**src/rtl/btn_conditioner_pkg.sv**
```systemverilog
// btn_conditioner_pkg
//   Shared definitions for the pushbutton conditioner:
//   - per-channel auto-repeat FSM state encoding
//   - button bit positions inside the 3-bit button vectors
//   - helper for sizing counters so they never wrap
package btn_conditioner_pkg;

    localparam int NUM_BTNS = 3;

    // Bit positions in btn_raw / btn_level / btn_press / ...
    localparam int BTN_D = 0;
    localparam int BTN_S = 1;
    localparam int BTN_U = 2;

    typedef enum logic [1:0] {
        ST_IDLE   = 2'd0,
        ST_HOLD   = 2'd1,
        ST_REPEAT = 2'd2
    } btn_state_t;

    // Bits needed to hold any value in 0..max_val.
    function automatic int cnt_width(input int max_val);
        return (max_val < 2) ? 1 : $clog2(max_val + 1);
    endfunction

    function automatic int max2(input int a, input int b);
        return (a > b) ? a : b;
    endfunction

endpackage

```
**src/rtl/btn_conditioner_if.sv**
```systemverilog
// btn_conditioner_if
//   Groups the button bus between the board-side pins and the game logic.
//   btn_raw     : unsynchronised pushbuttons (bit2 = U, bit1 = S, bit0 = D)
//   btn_level   : debounced state, 1 = held
//   btn_press   : one-cycle pulse on each debounced 0->1
//   btn_release : one-cycle pulse on each debounced 1->0
//   btn_repeat  : one-cycle auto-repeat pulses while held
//   master = side driving btn_raw, slave = the conditioner.
interface btn_conditioner_if
    import btn_conditioner_pkg::*;
();
    logic [NUM_BTNS-1:0] btn_raw;
    logic [NUM_BTNS-1:0] btn_level;
    logic [NUM_BTNS-1:0] btn_press;
    logic [NUM_BTNS-1:0] btn_release;
    logic [NUM_BTNS-1:0] btn_repeat;

    modport master (
        output btn_raw,
        input  btn_level, btn_press, btn_release, btn_repeat
    );

    modport slave (
        input  btn_raw,
        output btn_level, btn_press, btn_release, btn_repeat
    );
endinterface

```
**src/rtl/btn_channel.sv**
```systemverilog
// btn_channel
//   One button: two-flop synchroniser, debounce counter, press/release edge
//   pulses and the IDLE/HOLD/REPEAT auto-repeat FSM.
//   clk   : system clock, rising edge
//   rst   : asynchronous reset, active low
//   raw   : unsynchronised button input
//   level : debounced level, 1 = held
//   press : one-cycle pulse in the first cycle level reads 1
//   rel   : one-cycle pulse in the first cycle level reads 0
//   rpt   : auto-repeat pulse while held
import btn_conditioner_pkg::*;

module btn_channel #(
    parameter int DEBOUNCE_CYCLES = 1000000,
    parameter int REPEAT_DELAY    = 50000000,
    parameter int REPEAT_RATE     = 10000000
) (
    input  logic clk,
    input  logic rst,
    input  logic raw,
    output logic level,
    output logic press,
    output logic rel,
    output logic rpt
);
    localparam int DB_W   = cnt_width(DEBOUNCE_CYCLES - 1);
    localparam int HOLD_W = cnt_width(max2(REPEAT_DELAY, REPEAT_RATE) - 1);

    localparam logic [DB_W-1:0]   DB_LAST    = DB_W'(DEBOUNCE_CYCLES - 1);
    localparam logic [HOLD_W-1:0] DELAY_LAST = HOLD_W'(REPEAT_DELAY - 1);
    localparam logic [HOLD_W-1:0] RATE_LAST  = HOLD_W'(REPEAT_RATE - 1);

    logic              sync1, sync;
    logic [DB_W-1:0]   db_cnt;
    logic [HOLD_W-1:0] hold_cnt;
    btn_state_t        state;
    logic              db_done;

    // Level flips on this edge: input has disagreed for DEBOUNCE_CYCLES in a row.
    assign db_done = (sync != level) && (db_cnt == DB_LAST);

    always_ff @(posedge clk or negedge rst) begin
        if (!rst) begin
            sync1 <= 1'b0;
            sync  <= 1'b0;
        end else begin
            sync1 <= raw;
            sync  <= sync1;
        end
    end

    // Any agreeing cycle restarts the count, so short glitches never land.
    always_ff @(posedge clk or negedge rst) begin
        if (!rst) begin
            db_cnt <= '0;
            level  <= 1'b0;
            press  <= 1'b0;
            rel    <= 1'b0;
        end else begin
            press <= db_done && !level;
            rel   <= db_done &&  level;
            if (sync == level) begin
                db_cnt <= '0;
            end else if (db_done) begin
                db_cnt <= '0;
                level  <= ~level;
            end else begin
                db_cnt <= db_cnt + 1'b1;
            end
        end
    end

    // A release wins over everything, which also swallows a repeat that
    // would have fired on the same edge.
    always_ff @(posedge clk or negedge rst) begin
        if (!rst) begin
            state    <= ST_IDLE;
            hold_cnt <= '0;
            rpt      <= 1'b0;
        end else begin
            rpt <= 1'b0;
            if (db_done && level) begin
                state    <= ST_IDLE;
                hold_cnt <= '0;
            end else begin
                case (state)
                    ST_IDLE: begin
                        hold_cnt <= '0;
                        if (db_done) state <= ST_HOLD;
                    end
                    ST_HOLD: begin
                        if (hold_cnt == DELAY_LAST) begin
                            state    <= ST_REPEAT;
                            hold_cnt <= '0;
                            rpt      <= 1'b1;
                        end else begin
                            hold_cnt <= hold_cnt + 1'b1;
                        end
                    end
                    ST_REPEAT: begin
                        if (hold_cnt == RATE_LAST) begin
                            hold_cnt <= '0;
                            rpt      <= 1'b1;
                        end else begin
                            hold_cnt <= hold_cnt + 1'b1;
                        end
                    end
                    default: begin
                        state    <= ST_IDLE;
                        hold_cnt <= '0;
                    end
                endcase
            end
        end
    end

endmodule

```
**src/rtl/btn_conditioner.sv**
```systemverilog
// btn_conditioner
//   Three independent pushbutton channels (D, S, U) feeding game logic
//   directly on the system clock; no derived clocks.
//   clk : system clock, rising edge
//   rst : asynchronous reset, active low
//   bus : slave side of the button bus (raw in; level/press/release/repeat out)
import btn_conditioner_pkg::*;

module btn_conditioner #(
    parameter int DEBOUNCE_CYCLES = 1000000,
    parameter int REPEAT_DELAY    = 50000000,
    parameter int REPEAT_RATE     = 10000000
) (
    input  logic                     clk,
    input  logic                     rst,
    btn_conditioner_if.slave         bus
);
    logic [NUM_BTNS-1:0] level_v, press_v, rel_v, rpt_v;

    btn_channel #(
        .DEBOUNCE_CYCLES (DEBOUNCE_CYCLES),
        .REPEAT_DELAY    (REPEAT_DELAY),
        .REPEAT_RATE     (REPEAT_RATE)
    ) u_ch [NUM_BTNS-1:0] (
        .clk   (clk),
        .rst   (rst),
        .raw   (bus.btn_raw),
        .level (level_v),
        .press (press_v),
        .rel   (rel_v),
        .rpt   (rpt_v)
    );

    assign bus.btn_level   = level_v;
    assign bus.btn_press   = press_v;
    assign bus.btn_release = rel_v;
    assign bus.btn_repeat  = rpt_v;

endmodule

```
**src/flat_wrapper.sv**
```systemverilog
// flat-port wrapper written by rule: the top's interface ports become plain ports
module btn_conditioner_flat 
#(
    parameter int DEBOUNCE_CYCLES = 1000000,
    parameter int REPEAT_DELAY    = 50000000,
    parameter int REPEAT_RATE     = 10000000
)
  (clk, rst, bus_btn_raw, bus_btn_level, bus_btn_press, bus_btn_release, bus_btn_repeat);
  btn_conditioner_if bus_i ();
  input  logic clk;
  input  logic rst;
  input wire logic [$bits(bus_i.btn_raw)-1:0] bus_btn_raw;
  output wire logic [$bits(bus_i.btn_level)-1:0] bus_btn_level;
  output wire logic [$bits(bus_i.btn_press)-1:0] bus_btn_press;
  output wire logic [$bits(bus_i.btn_release)-1:0] bus_btn_release;
  output wire logic [$bits(bus_i.btn_repeat)-1:0] bus_btn_repeat;
  assign bus_i.btn_raw = bus_btn_raw;
  assign bus_btn_level = bus_i.btn_level;
  assign bus_btn_press = bus_i.btn_press;
  assign bus_btn_release = bus_i.btn_release;
  assign bus_btn_repeat = bus_i.btn_repeat;
  btn_conditioner #(.DEBOUNCE_CYCLES(DEBOUNCE_CYCLES), .REPEAT_DELAY(REPEAT_DELAY), .REPEAT_RATE(REPEAT_RATE)) u_core (.clk(clk), .rst(rst), .bus(bus_i));
endmodule
```
**config.mk**
```make
export PLATFORM = sky130hd
export DESIGN_NAME = btn_conditioner_flat
export DESIGN_NICKNAME = d
export VERILOG_FILES = /design/src/rtl/btn_conditioner_pkg.sv /design/src/rtl/btn_conditioner_if.sv /design/src/rtl/btn_channel.sv /design/src/rtl/btn_conditioner.sv /design/src/flat_wrapper.sv
export SDC_FILE = /design/constraint.sdc
export NUM_CORES = 1
export LEC_CHECK = 0
export CORE_UTILIZATION = 43
export CTS_CLUSTER_SIZE = 16
export DETAILED_ROUTE_END_ITERATION = 16
export GPL_ROUTABILITY_DRIVEN = 0
export PLACE_DENSITY = 0.69
export REMOVE_ABC_BUFFERS = 1
export SLEW_MARGIN = 20
export SYNTH_ARGS = -nofsm -noshare
export SYNTH_HDL_FRONTEND = slang
export SYNTH_HIERARCHICAL = 1
export SYNTH_SLANG_ARGS = --single-unit
```
**constraint.sdc**
```tcl
create_clock -name clk -period 2.2 [get_ports clk]
set_input_delay 0.44 -clock clk [delete_from_list [all_inputs] [get_ports clk]]
set_output_delay 0.44 -clock clk [all_outputs]
set_load 0.005 [all_outputs]
```
# After elaboration in Yosys (flattened, before gate mapping)
# Cells that the tools add are included.
[op_classes]
n_addsub = 6
n_eq_ne = 30
mux = 42
bitwise = 6
reduce_logical = 21
[op_table]
columns = ["operator", "count"]
rows = [
  ["$mux 26", 9],
  ["$pmux 26 s2", 3],
  ["$mux 20", 6],
  ["$add 26x1->26 const B", 3],
  ["$eq 26x24->1 const B", 3],
  ["$eq 26x26->1 const B", 3],
  ["$add 20x1->20 const B", 3],
  ["$eq 20x20->1 const B", 3],
  ["$mux 2", 9],
  ["$ne 3x3->1 const B", 6],
  ["$pmux 2 s3", 3],
  ["$logic_and 1x1->1", 9],
  ["$mux 1", 9],
  ["$reduce_and 3->1", 3],
  ["$eq 2x1->1 const B", 3],
  ["$eq 2x2->1 const B", 3],
  ["$logic_not 2->1", 3],
  ["$ne 2x2->1 const B", 3],
  ["$not 1->1", 6],
  ["$pmux 1 s2", 3],
  ["$reduce_and 2->1", 3],
  ["$eq 1x1->1", 3],
  ["$logic_not 1->1", 3],
  ["$ne 1x1->1", 3],
]
[totals]
reg_bits = 162
word_cells = 132

# Longest topological paths before layout
# Gate-level depths: netlist of run 1.
[depth]
depth_word = 5
depth_mapped = 9
ltp_nobuf = 7

# Cells and area by module
# The synthesis of run 1 kept the hierarchy.
[by_module_without_submodules]
columns = ["module", "n_inst", "cells_per_inst", "area_each_um2", "seq_area_each_um2"]
rows = [
  ["btn_channel (u_core.u_ch[1] ...)", 2, 272, 2700.1, 1351.3],
  ["btn_channel (u_core.u_ch[0])", 1, 275, 2760.1, 1351.3],
]

# Least setup slack after synthesis of run 1
# No wires, ideal clock.
[synth_timing]
path_type = "register -> register"
from = "register u_core.u_ch[1].hold_cnt[11]"
to = "register u_core.u_ch[1].hold_cnt[21]"
setup_time_ps = 119
arrival_time_ps = 2116
slack_ps = -35
path_stages_with_launch = 8
period_less_slack_ps = 2235
cell_sequence = "dfrtp_1 or4_1 or4_4 o41ai_2 a211o_1 buf_6 buf_6 nor2_1"
[synth_between]
elab_chain_cells = 4
elab_cells_between_ends = 7
cone_classes = "add/sub: 1; eq/ne: 2; mux: 4"
[synth_lines]
columns = ["element", "line_no", "rtl"]
rows = [
  ["start: declaration", "btn_channel.sv:35", "logic [HOLD_W-1:0] hold_cnt;"],
  ["start signal: assignment", "btn_channel.sv:97", "hold_cnt <= hold_cnt + 1'b1;"],
  ["start signal: assignment", "btn_channel.sv:105", "hold_cnt <= hold_cnt + 1'b1;"],
  ["$add 26x1->26, or another cell as far along", "btn_channel.sv:97, btn_channel.sv:105", ""],
  ["$mux 26 (on tied branches)", "btn_channel.sv:101, btn_channel.sv:92", ""],
  ["$pmux 26 s2 (*)", "btn_channel.sv:86", "case (state)"],
  ["$mux 26 (*)", "btn_channel.sv:82", "if (db_done && level) begin"],
]
# Mark *: on every way between the ends. The rest lies on a longest branch, timed or not.
# A chain may end at the register's enable or synchronous reset.

# Worst setup path in the final report of run 1
[layout_timing]
from = "register u_core.u_ch[2].hold_cnt[11]"
to = "register u_core.u_ch[2].hold_cnt[22]"
[layout_between]
elab_chain_cells = 4
elab_cells_between_ends = 7
cone_classes = "add/sub: 1; eq/ne: 2; mux: 4"
[layout_lines]
columns = ["element", "line_no"]
rows = [
  ["start: declaration", "btn_channel.sv:35"],
  ["start signal: assignment", "btn_channel.sv:97"],
  ["start signal: assignment", "btn_channel.sv:105"],
  ["$add 26x1->26, or another cell as far along", "btn_channel.sv:97, btn_channel.sv:105"],
  ["$mux 26 (on tied branches)", "btn_channel.sv:101, btn_channel.sv:92"],
  ["$pmux 26 s2 (*)", "btn_channel.sv:86"],
  ["$mux 26 (*)", "btn_channel.sv:82"],
]
# Marked as above.

==> results of run 1 <==
-- area by class of cell --
| class | count | area [sq um] | share of cell area |
|---|---|---|---|
| repair buffers | 78 | 782.0 | 0.07794 |
| inverters | 26 | 97.59 | 0.009727 |
| flip-flops and latches | 162 | 4054 | 0.4040 |
| clock inverters | 12 | 205.2 | 0.02045 |
| clock buffers | 20 | 456.7 | 0.04552 |
| well taps | 234 | 292.8 | 0.02918 |
| multi-input cells | 615 | 4145 | 0.4131 |
-- where the power goes --
part	switching, mW	internal [mW]	total, mW
clock network	1.19	2.08	3.27
registers	0.0160	3.00	3.01
logic	0.0883	0.0408	0.129
total	1.30	5.12	6.41
-- metal layers --
| layer | part of all wire | GRT usage | vias up |
|---|---|---|---|
| li1 | - | - | 2986 |
| met1 | 0.48 | 0.2318 | 2949 |
| met2 | 0.48 | 0.2758 | 71 |
| met3 | 0.024 | 0.02959 | 22 |
| met4 | 0.016 | 0.06998 | 0 |
| met5 | 0 | 0 | - |
-- layout by cell type, fill, tap and decap left out, types with 5 or more instances in the layout --
cell,instances
nor2_2,27
nor2_4,20
inv_1,26
nand4_1,27
clkdlybuf4s50_1,15
o21ai_0,5
xor2_1,62
and3_1,21
nor3_1,28
or4_1,5
and2_1,5
nand2_1,57
and4_1,15
nand3_1,54
nor4bb_1,10
dfrtp_1,162
ha_1,18
buf_12,8
clkbuf_16,18
xnor2_1,68
nand4bb_1,5
nor2_1,117
bufinv_16,5
buf_4,48
nor4_1,15
-- stage by stage --
step	hold WS, ns	util	worst slack [ns]	instance area (sq um)
after global placement	0.3360	0.4793	-0.05237	8935
after detailed placement	0.3387	0.4793	-0.07553	8935
after global routing	0.3559	0.5382	-0.2042	10030
after floorplan	0.1444	-	-0.2266	8025
after CTS	0.3535	0.5215	-0.09206	9722
final	0.3508	0.5382	-0.1457	10030
-- worst paths after layout --
path,start,to,slack [ns],depth (start not counted)
setup / recovery,u_core/u_ch[2]/hold_cnt[11],u_core/u_ch[2]/hold_cnt[22],-0.15,7
hold / removal,u_core/u_ch[2]/sync1,u_core/u_ch[2]/sync,0.35,0
setup reg to reg,u_core/u_ch[2]/hold_cnt[11],u_core/u_ch[2]/hold_cnt[22],-0.15,7
hold reg to reg,u_core/u_ch[2]/sync1,u_core/u_ch[2]/sync,0.35,0
max in group asynchronous,rst,u_core/u_ch[0]/hold_cnt[22],1.01,3
min in group asynchronous,rst,u_core/u_ch[2]/db_cnt[16],0.55,2
-- kinds of logic (layout without fill, tap and decap cells) --
kind of cell	after synthesis	after routing
simple gates	436	436
flops	162	162
compound gates	31	31
buf+inv	42	136
fa+ha+maj	18	18
xor+xnor	130	130
-- sequential cells by signal, indices dropped and copies added (netlist names) --
| signal | cells |
|---|---|
| u_core/u_ch/rel | 3 |
| u_core/u_ch/sync1 | 3 |
| u_core/u_ch/state | 6 |
| u_core/u_ch/db_cnt | 60 |
| u_core/u_ch/press | 3 |
| u_core/u_ch/sync | 3 |
| u_core/u_ch/level | 3 |
| u_core/u_ch/hold_cnt | 78 |
| u_core/u_ch/rpt | 3 |
-- repair_timing --
item | CTS | global route
setup buffers | 4 | 5
pin swaps | 12 | 25
gates resized for setup | 14 | 65
cloned | 2 | 1
hold endpoints to repair | 1 | 0
hold buffers | 1 | 0
endpoints found under the setup margin | 54 | 63
==> results by group, run 1 <==
Outcome
  – Run status: complete, but fails checks
  – Failing checks: design-rule violations, negative setup slack

STA
  – Setup_tns: -4.264 ns
  – Period utilization: 1.066
  – Hold Vio Cnt, Final: 0
  – Fin crit period: 2.346 ns
  – Measured slew at the worst slew-check pin: 0.6342 ns
  – Worst Skew: 0.009952 ns
  – RSZ-0062 raised after global routing: true
  – Finish-stage setup viols: 51
  – Rel. slew slack: 0.5733
  – F_max: 426.3 MHz
  – Final Slew Violations: 0
  – Fin worst setup slack: -0.1457 ns

Logic synthesis
  – Mapped Cells: 819
  – Largest family of logic cells by synthesized area: simple AND/OR/NAND/NOR gates
  – Asr flop ratio synth: 1.000
  – Adder-cell share of the synthesized area: 0.02760
  – Post-synth EDFFs: 0
  – #FFs+latches synth: 162
  – Mux contribution to synthesized area: 0
  – Seq/Total Area, Yosys: 0.4968
  – Post-Synth Simple-Gate Area: 0.2780
  – XOR/XNOR Fraction of Synth Area: 0.1395
  – Synth Area in Compound Gates: 0.02959
  – Prevailing post-synth register cell: dfrtp_1
  – Leading area contributor after synthesis: dfrtp_1
  – Cell variety after synth: 49
  – Synthesis warning total: 6
  – Most instantiated cells after synthesis: dfrtp_1, nor2_1, xnor2_1, xor2_1, nand2_1
  – Yosys top cell area share: 0.4968
  – Synth top area cells: dfrtp_1, xnor2_1, nor2_1, xor2_1, nand3_1
  – Syn avg cell area: 9.964 sq um
  – Most frequent cell after synthesis: dfrtp_1
  – Synth Cell Area: 8160 sq um

Layout
  – Diode count: 0
  – Layout Cells excl Fill: 1,147
  – Area Growth Syn to Fin: 22.95%
  – Fin nets: 923
  – # fillers: 1,575
  – Share of cells above drive strength 1: 0.1862

Detailed routing
  – Post-DR wirelength/cell: 13.98 um
  – DRC: 3
  – Drt first pass iters: 10
  – Routed vias: 6,028
  – Routed WL: 16,030 um
  – 1st-iter DRT viols: 390
  – Vias per Instance: 5.255
  – Final ANT Viol Nets: 0

Setup path
  – CP max-delay cell: or4_4
  – CP Buf/Inv Count: 2
  – Setup crit start kind: register
  – Worst path required time: 2.51 ns
  – Arrival @ worst endpoint: 2.65 ns
  – Critical Path Fanout Max: 8
  – CP max stage delay: 0.54 ns
  – Crit path max-delay family: simple AND/OR/NAND/NOR gates
  – Critical path class: reg -> reg
  – Setup crit end kind: register
  – Crit-path cells: or4_1 > or4_4 > o31ai_2 > a211o_2 > buf_12 > buf_16 > nor2_2

Global route
  – Total gr overflow: 0
  – Vias in the first global route: 5,956
  – Global-route wire length before repair: 27,610 um
  – Initial antenna violation count: 0
  – Overall Global Routing Usage: 0.1723
  – Largest net degree at the start of global routing: 59

CTS
  – CTS sink count: 162
  – Max clock buf depth: 2
  – CTS Root Cell: clkbuf_16
  – Htree depth: 4
  – CTS tree: done
  – Clock-pin slew on the worst setup and hold paths: 0.06 ns
  – Num CTS Buffers: 17
  – Worst-skew pair later-pin latency: 0.43 ns

Floorplan
  – Die Height: 139.8 um
  – Starting Density: 0.4377
  – CORE AREA: 18,640 sq um
  – Die Width: 139.8 um
  – I/O Pins: 17
  – Die area: 19,530 sq um
  – Rows: 50

Power and ir drop
  – Leak pwr: 3.985 nW
  – Tot Pwr: 6.414 mW
  – Power Density: 639.3 nW/um^2
  – VDD IR max: 404.1 uV

Place
  – Cell count after placement: 1,102
  – Dpl hpwl: 10,430 um
  – PortBufs: 16

Worst hold path
  – Class of the tightest hold or removal check: reg -> reg

Job
  – Max-Cap Viols: 0
No activity file was read; power rests on OpenSTA's default activity.
==> inputs of run 2 (changes only) <==
Settings changed: GPL_TIMING_DRIVEN set to 0.
==> run 2 against run 1 <==
The flow still finishes with violations (design-rule violations, negative setup slack). Clock power is 7.3% lower. Flip-flop and latch count stayed put. Clock skew is 0.0012 ns lower. Fmax is 1.6% higher. Sequential share of layout area is 1.4 points higher. Via count is 0.98% higher. Setup slack better by 0.038 ns. Register-to-register slack better by 0.04 ns. Power is 4.1% lower. Clock-buffer cell count is 3 higher. Critical endpoint is now u_core/u_ch[2]/state[1]. Largest power group unchanged. Highest routed layer unchanged.
==> results by group, run 2 (synthesized netlist as in run 1, its figures left out) <==
Outcome
  – Run status: complete, but fails checks
  – Failing checks: design-rule violations, negative setup slack

STA
  – F_max: 433.2 MHz (+1.6%)
  – Hold Vio Cnt, Final: 0 (unchanged)
  – Worst Skew: 0.008741 ns (-0.001211 ns)
  – Fin worst setup slack: -0.1082 ns (+0.03757 ns)
  – Period utilization: 1.049 (-0.01708)
  – RSZ-0062 raised after global routing: true
  – Fin crit period: 2.308 ns (-0.03757 ns)
  – Final Slew Violations: 0 (unchanged)
  – Finish-stage setup viols: 55 (+7.8%)
  – Measured slew at the worst slew-check pin: 0.7599 ns (+0.1257 ns)
  – Rel. slew slack: 0.4921 (-0.08122)

Place
  – Dpl hpwl: 9705 um (-7.0%)
  – Post-DP Area: 8511 sq um (-4.7%)
  – DP Worst Slack: -0.6396 ns (-0.5640 ns)
  – Cell count after placement: 1,054 (-4.4%)
  – PortBufs: 16 (unchanged)

Setup path
  – Crit path max-delay family: simple AND/OR/NAND/NOR gates
  – Critical Path Fanout Max: 5 (-3)
  – Setup crit end kind: register
  – CP max stage delay: 0.52 ns (-0.02 ns)
  – Crit-path cells: or4_1 > or4_4 > o32a_1 > a211o_1 > o211a_1
  – Worst path required time: 2.52 ns (about the same)
  – Critical path class: reg -> reg
  – Critical Path Stages: 5 (-2)
  – Cells on worst reg2reg path: 5 (-2)
  – Arrival @ worst endpoint: 2.62 ns (-0.03 ns)
  – CP Buf/Inv Count: 0 (-2)
  – Setup crit start kind: register
  – CP max-delay cell: or4_1

Worst hold path
  – Class of the tightest hold or removal check: in -> async

Layout
  – Multi-input combinational cell area: 4223 sq um (+1.9%)
  – Most common cell after layout, fill and taps aside: dfrtp_1
  – Area Growth Syn to Fin: 18.72%
  – Commonest cells after routing, fill and taps aside: dfrtp_1, nor2_1, xnor2_1, xor2_1, nand2_1
  – Top flop regs: u_core/u_ch/hold_cnt: 78 flops, u_core/u_ch/db_cnt: 60 flops, u_core/u_ch/state: 6 flops
  – Largest register FFs: 78 (unchanged)
  – Layout Cells excl Fill: 1,118 (-2.5%)
  – Share of cells above drive strength 1: 0.1629 (-0.02330)
  – Fin area: 9688 sq um (-3.4%)
  – Top reg by flops: u_core/u_ch/hold_cnt
  – Fin nets: 894 (-3.1%)
  – # fillers: 1,650 (+4.8%)
  – Storage element area: 4054 sq um (unchanged)
  – Diode count: 0 (unchanged)
  – Final core occ: 0.5197 (-0.01852)

Global route
  – Vias in the first global route: 5,840 (-1.9%)
  – Overall Global Routing Usage: 0.1797 (+0.007364)
  – Global-route wire length before repair: 28,350 um (+2.7%)
  – Total gr overflow: 0 (unchanged)
  – Largest net degree at the start of global routing: 83 (+41%)
  – Initial antenna violation count: 0 (unchanged)

Floorplan
  – Rows: 50 (unchanged)
  – Die Height: 139.8 um (unchanged)
  – Die Width: 139.8 um (unchanged)
  – Starting Density: 0.4377 (unchanged)
  – I/O Pins: 17 (unchanged)
  – CORE AREA: 18,640 sq um (unchanged)
  – Die area: 19,530 sq um (unchanged)

CTS
  – Max clock buf depth: 2 (unchanged)
  – CTS sink count: 162 (unchanged)
  – Worst-skew pair later-pin latency: 0.43 ns (about the same)
  – Post-CTS Hold Fix Bufs: 0 (-1)
  – Clock-pin slew on the worst setup and hold paths: 0.06 ns (about the same)
  – Htree depth: 4 (unchanged)
  – CTS Root Cell: clkbuf_16
  – Num CTS Buffers: 17 (unchanged)
  – CTS tree: done

Detailed routing
  – Drt first pass iters: 13 (+3)
  – Final ANT Viol Nets: 0 (unchanged)
  – Routed vias: 6,087 (+0.98%)
  – Post-DR wirelength/cell: 14.75 um (+5.5%)
  – Vias per Instance: 5.445 (+3.6%)
  – 1st-iter DRT viols: 303 (-22%)
  – DRC: 2 (-1)
  – Routed WL: 16,490 um (+2.8%)

Job
  – Max-Cap Viols: 0 (unchanged)

Power and ir drop
  – Power Density: 635.1 nW/um^2 (-0.65%)
  – Leak pwr: 3.750 nW (-5.9%)
  – VDD IR max: 481.4 uV (+19%)
  – Tot Pwr: 6.153 mW (-4.1%)
run 2: repair_timing:
| item | in CTS | in global routing |
|---|---|---|
| gates resized for setup | 34 | 43 |
| setup endpoints to repair | 101 | 121 |
| pin swaps | 59 | 17 |
| setup buffers | 15 | 10 |
| gates cloned | 7 | 0 |
| endpoints found under the hold margin | 0 | 0 |
run 2: layout make-up:
type | instances | share of cell area
Clock buffer | 23 | 0.05037
Multi-Input combinational cell | 622 | 0.4359
Clock inverter | 9 | 0.01240
Inverter | 26 | 0.01007
Tap cell | 234 | 0.03022
Timing Repair Buffer | 42 | 0.04262
Sequential cell | 162 | 0.4184
run 2: power breakdown:
group	internal [mW]	switching, mW
clock	1.81	1.22
sequential	3.00	0.0162
combinational	0.0276	0.0849
total	4.84	1.32
run 2: worst paths after layout:
| kind | startpoint | to | slack [ns] |
|---|---|---|---|
| worst max-delay path | u_core/u_ch[2]/hold_cnt[11] | u_core/u_ch[2]/state[1] | -0.11 |
| worst min-delay path | rst | u_core/u_ch[2]/db_cnt[10] | 0.00002 |
| worst max register to register | u_core/u_ch[2]/hold_cnt[11] | u_core/u_ch[2]/state[1] | -0.11 |
| worst min register to register | u_core/u_ch[2]/sync1 | u_core/u_ch[2]/sync | 0.35 |
| max in group asynchronous | rst | u_core/u_ch[1]/hold_cnt[17] | 1.39 |
| min in group clk | u_core/u_ch[2]/sync1 | u_core/u_ch[2]/sync | 0.35 |
run 2: through the flow:
| stage | TNS [ns] | hold slack [ns] |
|---|---|---|
| 2_1_floorplan | -11.71 | 0.1444 |
| 3_3_place_gp | -999.22 | 0.3340 |
| 3_5_place_dp | -43.70 | 0.3378 |
| 4_1_cts | -3.012 | 0.01198 |
| 5_1_grt | -6.091 | 0.03867 |
| 6_report | -3.134 | 0.00002320 |
run 2: per-layer routing:
metal  part of all wire  global-route usage  vias up  wire [um]
met2               0.47              0.2874      112       7742
met5                  0                   0        -          0
met4              0.015             0.06073        0        251
li1                   -                   -     2952          -
met1               0.48              0.2388     3000       7884
met3              0.037             0.04301       23        607
